--- config.mk ---
export PLATFORM = sky130hd
export DESIGN_NAME = interval_timer_flat
export DESIGN_NICKNAME = d
export VERILOG_FILES = /design/src/rtl/tlc_pkg.sv /design/src/rtl/interval_timer_if.sv /design/src/rtl/one_hz_divider.sv /design/src/rtl/interval_timer.sv /design/src/flat_wrapper.sv
export SDC_FILE = /design/constraint.sdc
export NUM_CORES = 1
export LEC_CHECK = 0
export ABC_CLOCK_PERIOD_IN_PS = 4400
export BUFFER_PORTS_ARGS = -buffer_cell sky130_fd_sc_hd__buf_2
export CAP_MARGIN = 20
export CORE_MARGIN = 5
export CORE_UTILIZATION = 50
export CTS_BUF_LIST = sky130_fd_sc_hd__clkbuf_4
export CTS_CLUSTER_DIAMETER = 200
export DETAILED_ROUTE_END_ITERATION = 7
export GPL_TIMING_DRIVEN = 0
export PLACE_DENSITY = 0.68
export RECOVER_POWER = 25
export SETUP_SLACK_MARGIN = 0.02
export SLEW_MARGIN = 40
export SYNTH_ARGS = -nofsm -noshare
export SYNTH_HDL_FRONTEND = slang
export SYNTH_SLANG_ARGS = --single-unit
--- constraint.sdc ---
create_clock -name clk -period 4.4 [get_ports clk]
set_input_delay 0.22 -clock clk [delete_from_list [all_inputs] [get_ports clk]]
set_output_delay 0.22 -clock clk [all_outputs]
set_load 0.1 [all_outputs]
--- src/rtl/tlc_pkg.sv ---
// Shared traffic-light-controller definitions: interval codes, parameter
// selector codes and default time values used by the timer and the FSM.
package tlc_pkg;

  typedef enum logic [2:0] {
    INT_BASE     = 3'b000,
    INT_EXT      = 3'b001,
    INT_YEL      = 3'b010,
    INT_2BASE    = 3'b011,
    INT_BASE_EXT = 3'b100
  } interval_e;

  typedef enum logic [1:0] {
    SEL_BASE     = 2'b00,
    SEL_EXT      = 2'b01,
    SEL_YEL      = 2'b10,
    SEL_DEFAULTS = 2'b11
  } sel_e;

  localparam logic [3:0] DEF_BASE_S = 4'd6;
  localparam logic [3:0] DEF_EXT_S  = 4'd3;
  localparam logic [3:0] DEF_YEL_S  = 4'd2;

  // Widest load is 2*15 = 30 seconds, which fits in 5 bits.
  localparam int LOAD_W = 5;

endpackage

--- src/rtl/interval_timer_if.sv ---
// Control/status bundle between the traffic-light FSM (master) and the
// interval timer (slave).
interface interval_timer_if;
  logic       Prog_Sync;
  logic [1:0] Time_Parameter_Selector;
  logic [3:0] Time_Value;
  logic [2:0] interval;
  logic       start_timer;
  logic       expired;
  logic       one_hz_enable;

  modport master (
    output Prog_Sync, Time_Parameter_Selector, Time_Value, interval, start_timer,
    input  expired, one_hz_enable
  );

  modport slave (
    input  Prog_Sync, Time_Parameter_Selector, Time_Value, interval, start_timer,
    output expired, one_hz_enable
  );
endinterface

--- src/rtl/one_hz_divider.sv ---
// Clock divider producing one tick per CYCLES_PER_SEC cycles while enabled.
// The count is parked at 0 when idle or cleared, so the first tick after a
// (re)start lands exactly CYCLES_PER_SEC cycles after the clear cycle.
module one_hz_divider #(
  parameter int CYCLES_PER_SEC = 100_000_000
) (
  input  logic clk,
  input  logic Reset,
  input  logic clear,
  input  logic enable,
  output logic tick
);

  localparam int CW = (CYCLES_PER_SEC > 1) ? $clog2(CYCLES_PER_SEC) : 1;
  localparam logic [CW-1:0] LAST = CW'(CYCLES_PER_SEC - 1);

  logic [CW-1:0] count;

  // Free-running count 0..LAST while enabled; held at 0 otherwise.
  always_ff @(posedge clk) begin
    if (Reset || clear || !enable) begin
      count <= '0;
    end else if (count == LAST) begin
      count <= '0;
    end else begin
      count <= count + CW'(1);
    end
  end

  // A clear (restart) in the wrap cycle suppresses that tick.
  assign tick = enable && (count == LAST) && !clear && !Reset;

endmodule

--- src/rtl/interval_timer.sv ---
// Programmable countdown timer for the traffic-light controller. Holds the
// base/extended/yellow times, loads the interval selected on start_timer,
// counts it down in seconds and pulses expired on the final second.
module interval_timer
  import tlc_pkg::*;
#(
  parameter int         CYCLES_PER_SEC = 100_000_000,
  parameter logic [3:0] DEF_BASE       = DEF_BASE_S,
  parameter logic [3:0] DEF_EXT        = DEF_EXT_S,
  parameter logic [3:0] DEF_YEL        = DEF_YEL_S
) (
  input logic             clk,
  input logic             Reset,
  interval_timer_if.slave bus
);

  // Times are never zero so a load can never expire on its own load cycle.
  function automatic logic [3:0] min_one(input logic [3:0] v);
    return (v == 4'd0) ? 4'd1 : v;
  endfunction

  logic [3:0]        t_base;
  logic [3:0]        t_ext;
  logic [3:0]        t_yel;
  logic [LOAD_W-1:0] load_value;
  logic [LOAD_W-1:0] remaining;
  logic              running;
  logic              tick;
  logic              final_tick;

  // Time parameter registers, written by the synchronised program strobe.
  always_ff @(posedge clk) begin
    if (Reset) begin
      t_base <= DEF_BASE;
      t_ext  <= DEF_EXT;
      t_yel  <= DEF_YEL;
    end else if (bus.Prog_Sync) begin
      case (bus.Time_Parameter_Selector)
        SEL_BASE: t_base <= min_one(bus.Time_Value);
        SEL_EXT:  t_ext  <= min_one(bus.Time_Value);
        SEL_YEL:  t_yel  <= min_one(bus.Time_Value);
        default: begin
          t_base <= DEF_BASE;
          t_ext  <= DEF_EXT;
          t_yel  <= DEF_YEL;
        end
      endcase
    end
  end

  // Interval mux; reads the registers as they stand, before any same-cycle write.
  always_comb begin
    load_value = {1'b0, t_base};
    case (bus.interval)
      INT_BASE:     load_value = {1'b0, t_base};
      INT_EXT:      load_value = {1'b0, t_ext};
      INT_YEL:      load_value = {1'b0, t_yel};
      INT_2BASE:    load_value = {t_base, 1'b0};
      INT_BASE_EXT: load_value = {1'b0, t_base} + {1'b0, t_ext};
      default:      load_value = {1'b0, t_base};
    endcase
  end

  one_hz_divider #(
    .CYCLES_PER_SEC(CYCLES_PER_SEC)
  ) u_div (
    .clk   (clk),
    .Reset (Reset),
    .clear (bus.start_timer),
    .enable(running),
    .tick  (tick)
  );

  // tick is already suppressed by a same-cycle restart, so restart wins here too.
  assign final_tick = tick && (remaining == LOAD_W'(1));

  // Countdown: load on start, decrement per second, stop at zero.
  always_ff @(posedge clk) begin
    if (Reset) begin
      remaining <= '0;
      running   <= 1'b0;
    end else if (bus.start_timer) begin
      remaining <= load_value;
      running   <= 1'b1;
    end else if (tick) begin
      remaining <= remaining - LOAD_W'(1);
      if (final_tick) begin
        running <= 1'b0;
      end
    end
  end

  assign bus.expired       = final_tick;
  assign bus.one_hz_enable = tick;

endmodule

--- src/flat_wrapper.sv ---
// flat-port wrapper written by rule: the top's interface ports become plain ports
module interval_timer_flat import tlc_pkg::*;
#(
  parameter int         CYCLES_PER_SEC = 100_000_000,
  parameter logic [3:0] DEF_BASE       = DEF_BASE_S,
  parameter logic [3:0] DEF_EXT        = DEF_EXT_S,
  parameter logic [3:0] DEF_YEL        = DEF_YEL_S
)
  (clk, Reset, bus_Prog_Sync, bus_Time_Parameter_Selector, bus_Time_Value, bus_interval, bus_start_timer, bus_expired, bus_one_hz_enable);
  interval_timer_if bus_i ();
  input logic clk;
  input logic Reset;
  input wire logic [$bits(bus_i.Prog_Sync)-1:0] bus_Prog_Sync;
  input wire logic [$bits(bus_i.Time_Parameter_Selector)-1:0] bus_Time_Parameter_Selector;
  input wire logic [$bits(bus_i.Time_Value)-1:0] bus_Time_Value;
  input wire logic [$bits(bus_i.interval)-1:0] bus_interval;
  input wire logic [$bits(bus_i.start_timer)-1:0] bus_start_timer;
  output wire logic [$bits(bus_i.expired)-1:0] bus_expired;
  output wire logic [$bits(bus_i.one_hz_enable)-1:0] bus_one_hz_enable;
  assign bus_i.Prog_Sync = bus_Prog_Sync;
  assign bus_i.Time_Parameter_Selector = bus_Time_Parameter_Selector;
  assign bus_i.Time_Value = bus_Time_Value;
  assign bus_i.interval = bus_interval;
  assign bus_i.start_timer = bus_start_timer;
  assign bus_expired = bus_i.expired;
  assign bus_one_hz_enable = bus_i.one_hz_enable;
  interval_timer #(.CYCLES_PER_SEC(CYCLES_PER_SEC), .DEF_BASE(DEF_BASE), .DEF_EXT(DEF_EXT), .DEF_YEL(DEF_YEL)) u_core (.clk(clk), .Reset(Reset), .bus(bus_i));
endmodule
==> results.cfg <==
[global_route]
grt_max_degree = 14
grt_overflow = 0
grt.total_usage_pct = 17.16
grt_pass1_wl_um = 8680
antenna_found_initial = 0
grt_pass1_vias = 1914

[synthesis]
syn_avg_cell_area_sq_um = 8.212
synth_common_cells = 45 x dfxtp_1, 40 x nor2_1, 27 x nand2_1, 19 x nand3_1, 15 x xor2_1
synthCells = 293
synth_area_leaders = dfxtp_1 37%, nor2_1 6.2%, xor2_1 5.5%, ha_1 5.2%, xnor2_1 4.7%
synth_top_area_share_pct = 37.44
ys_seq_area_share_pct = 37.44
ys_async_sr_fraction_pct = 0
yosysTopAreaCell = dfxtp_1
synth_most_common_cell = dfxtp_1
synth_edf_count = 0
synth_ff_type = dfxtp_1
synth_area_sq_um = 2406
ys_warn_count = 0
ys_ff_latch = 45
synthDistinctLibCells = 45
syn_nets = 317

[sta]
setup_viol = 0
slew_viol_final = 0
fin_tns_setup_ps = 0
period_minus_slack_ps = 2728
finClkSkew_ps = 10.71
finalHoldViolations = 0
rsz0062_at_grt = no
hold_slack_ps = 141.6
fin_crit_sh_pct = 62.01
worstMarginPinSlew_ps = 689.8
fmax_ghz = 0.3665
maxSlewHeadroom_pct = 53.63

[clock_network]
cts_sinks = 45
cts_inserted_buffers = 5
post_cts_buffers = 0
clkLatencyLatePin_ps = 350
cts_tree = yes
cts-htree-levels = 2
root_buffer = clkbuf_4
clkTransAtPathRegs_ps = 130
cts_buffer_depth = 2
cts_resized = 0
cts_hold_buf = 0

[floorplan]
start_util_pct = 51.28
ios = 15
rows = 25
fp.dieArea_sq_um = 6300
dieHeight_um = 79.37
core-area_sq_um = 4692
die_x_um = 79.37

[power_and_ir_drop]
p_per_area_nw_per_um2 = 261.5
leakage_nw = 0.9252
totalPowerFinal_uw = 676.8
ir_worst_vdd_mv = 0.1160

[critical_path]
crit_buf_inv = 2
slowest_stage = buf_2
path_class = reg2out
path_max_fanout = 8
start_kind = flop
crit_family = simple AND/OR/NAND/NOR gates
crit_arrival_ps = 2510
endpoint_kind = primary output
cp_common_cell = buf_2
r2r_end = u_core.remaining[3]
required_ps = 4180
reg2regPathDepth = 6
reg2reg_from = u_core.u_div.count[0]
worstPathCellList = ha_1, nand3_1, or2_4, or3_1, buf_2, nor3_1, buf_2
ff2ff_setup_slack_ps = 2230
crit_path_max_incr_delay_ps = 450

[hold_path]
holdPathStages = 3
min_from = bus_Time_Value[2]
worstHoldEndpoint = u_core.t_ext[2]
hold_class = in2reg

[drt]
antenna_left = 0
drt_first_iter_violations = 93
detail_route.vias_per_cell = 5.568
m1WireLength_um = 2457
wl_met2_um = 2082
routedWlPerCell_um = 13.30
top_layer = met4
vias = 2038
drc_errors = 0
wl_met3_um = 214
wirelength_um = 4869
first_pass_iters = 4

[finish]
fill_cells = 452
final_nets = 336
area_growth_pct = 7.592
num_antenna_cells = 0
fin_util_pct = 55.17
drive_above_1_share_pct = 9.615

[place]
portBuffers = 12
place_hpwl_um = 3681
place.gp.congestion = 0.7955

[run_status]
status = complete, no violations

[run]
maxCapViolCount = 0
[cells in the final DEF, fill, tap and decap left out, types with 2 or more instances in the layout]
| master | synthesis | routed |
|---|---|---|
| dfxtp_1 | 45 | 45 |
| nor2_1 | 40 | 40 |
| nand2_1 | 27 | 27 |
| nand3_1 | 19 | 19 |
| buf_2 | 3 | 15 |
| xor2_1 | 15 | 15 |
| inv_1 | 13 | 13 |
| xnor2_1 | 13 | 13 |
| o21ai_0 | 13 | 13 |
| a21oi_1 | 13 | 13 |
| and3_1 | 10 | 10 |
| ha_1 | 10 | 10 |
| nor3_1 | 8 | 8 |
| clkbuf_1 | 7 | 7 |
| nand4_1 | 6 | 6 |
| nand3b_1 | 5 | 5 |
| clkbuf_4 | 0 | 5 |
| nor3b_1 | 4 | 4 |
| or3_1 | 4 | 4 |
| nor4b_1 | 3 | 3 |
| nor2b_1 | 3 | 3 |
| mux2i_1 | 3 | 3 |
| a31oi_1 | 2 | 2 |
| nand2b_1 | 2 | 2 |
| nor4_2 | 1 | 2 |
| o221ai_1 | 2 | 2 |
| or2_2 | 2 | 2 |
[per-stage QoR]
step	std cells	worst slack (ps)	area [sq um]
3_3_place_gp	359	2110	2534
6_report	366	1672	2589
4_1_cts	366	1665	2589
5_1_grt	366	1502	2589
2_1_floorplan	293	728.7	2406
3_5_place_dp	359	2082	2540
[cell type report]
cell class	instances	area, sq um	area share (%)
timing repair buffer	12	60.06	2.320
sequential	45	900.9	34.80
tap	54	67.56	2.610
clock buffer	5	37.54	1.450
multi-input combinational	225	1421	54.91
buffer	10	41.29	1.595
clock inverter	2	11.26	0.4350
inverter	13	48.80	1.885
[layer usage]
| layer | global-route usage [%] | up-vias |
|---|---|---|
| met5 | 0 | - |
| met4 | 6.186 | 0 |
| met3 | 4.515 | 11 |
| met2 | 25.93 | 47 |
| met1 | 23.54 | 924 |
| li1 | - | 1056 |
[worst min-delay path, stage by stage]
cell and delay, ps:
buf_2 120, nand3_1 60, a21oi_1 60
[power by group]
group	leakage [nW]	total, mW	switching, mW	internal (mW)
Sequential	0.365	0.420	0.00596	0.414
Combinational	0.536	0.0680	0.0397	0.0282
Clock	0.0247	0.189	0.131	0.0576
[cells by family (layout without fill, tap and decap cells)]
kind of cell    count (synthesis)  in the layout  synth area share [%]
buf+inv                        23             42                 3.744
simple gates                  141            141                 29.85
flops                          45             45                 37.44
compound gates                 40             40                 10.09
fa+ha+maj                      11             11                 6.032
mux                             5              5                 2.652
xor+xnor                       28             28                 10.19
[sequential cells by signal (all words and copies together) (netlist names)]
| register | cells |
|---|---|
| u_core.remaining | 5 |
| u_core.running | 1 |
| u_core.t_base | 4 |
| u_core.t_ext | 4 |
| u_core.t_yel | 4 |
| u_core.u_div.count | 27 |
[how the worst max path moves through the flow]
stage                        endpoint                  start  cells after the start  slack (ps)
after global placement    bus_expired  u_core.u_div.count[0]                      7        2110
after CTS                 bus_expired  u_core.u_div.count[0]                      7        1660
after floorplan           bus_expired  u_core.u_div.count[0]                      6         730
final                     bus_expired  u_core.u_div.count[0]                      7        1670
after global routing      bus_expired  u_core.u_div.count[9]                      6        1500
after detailed placement  bus_expired  u_core.u_div.count[0]                      7        2080
Note: power is estimated with default switching activity, not from simulation.
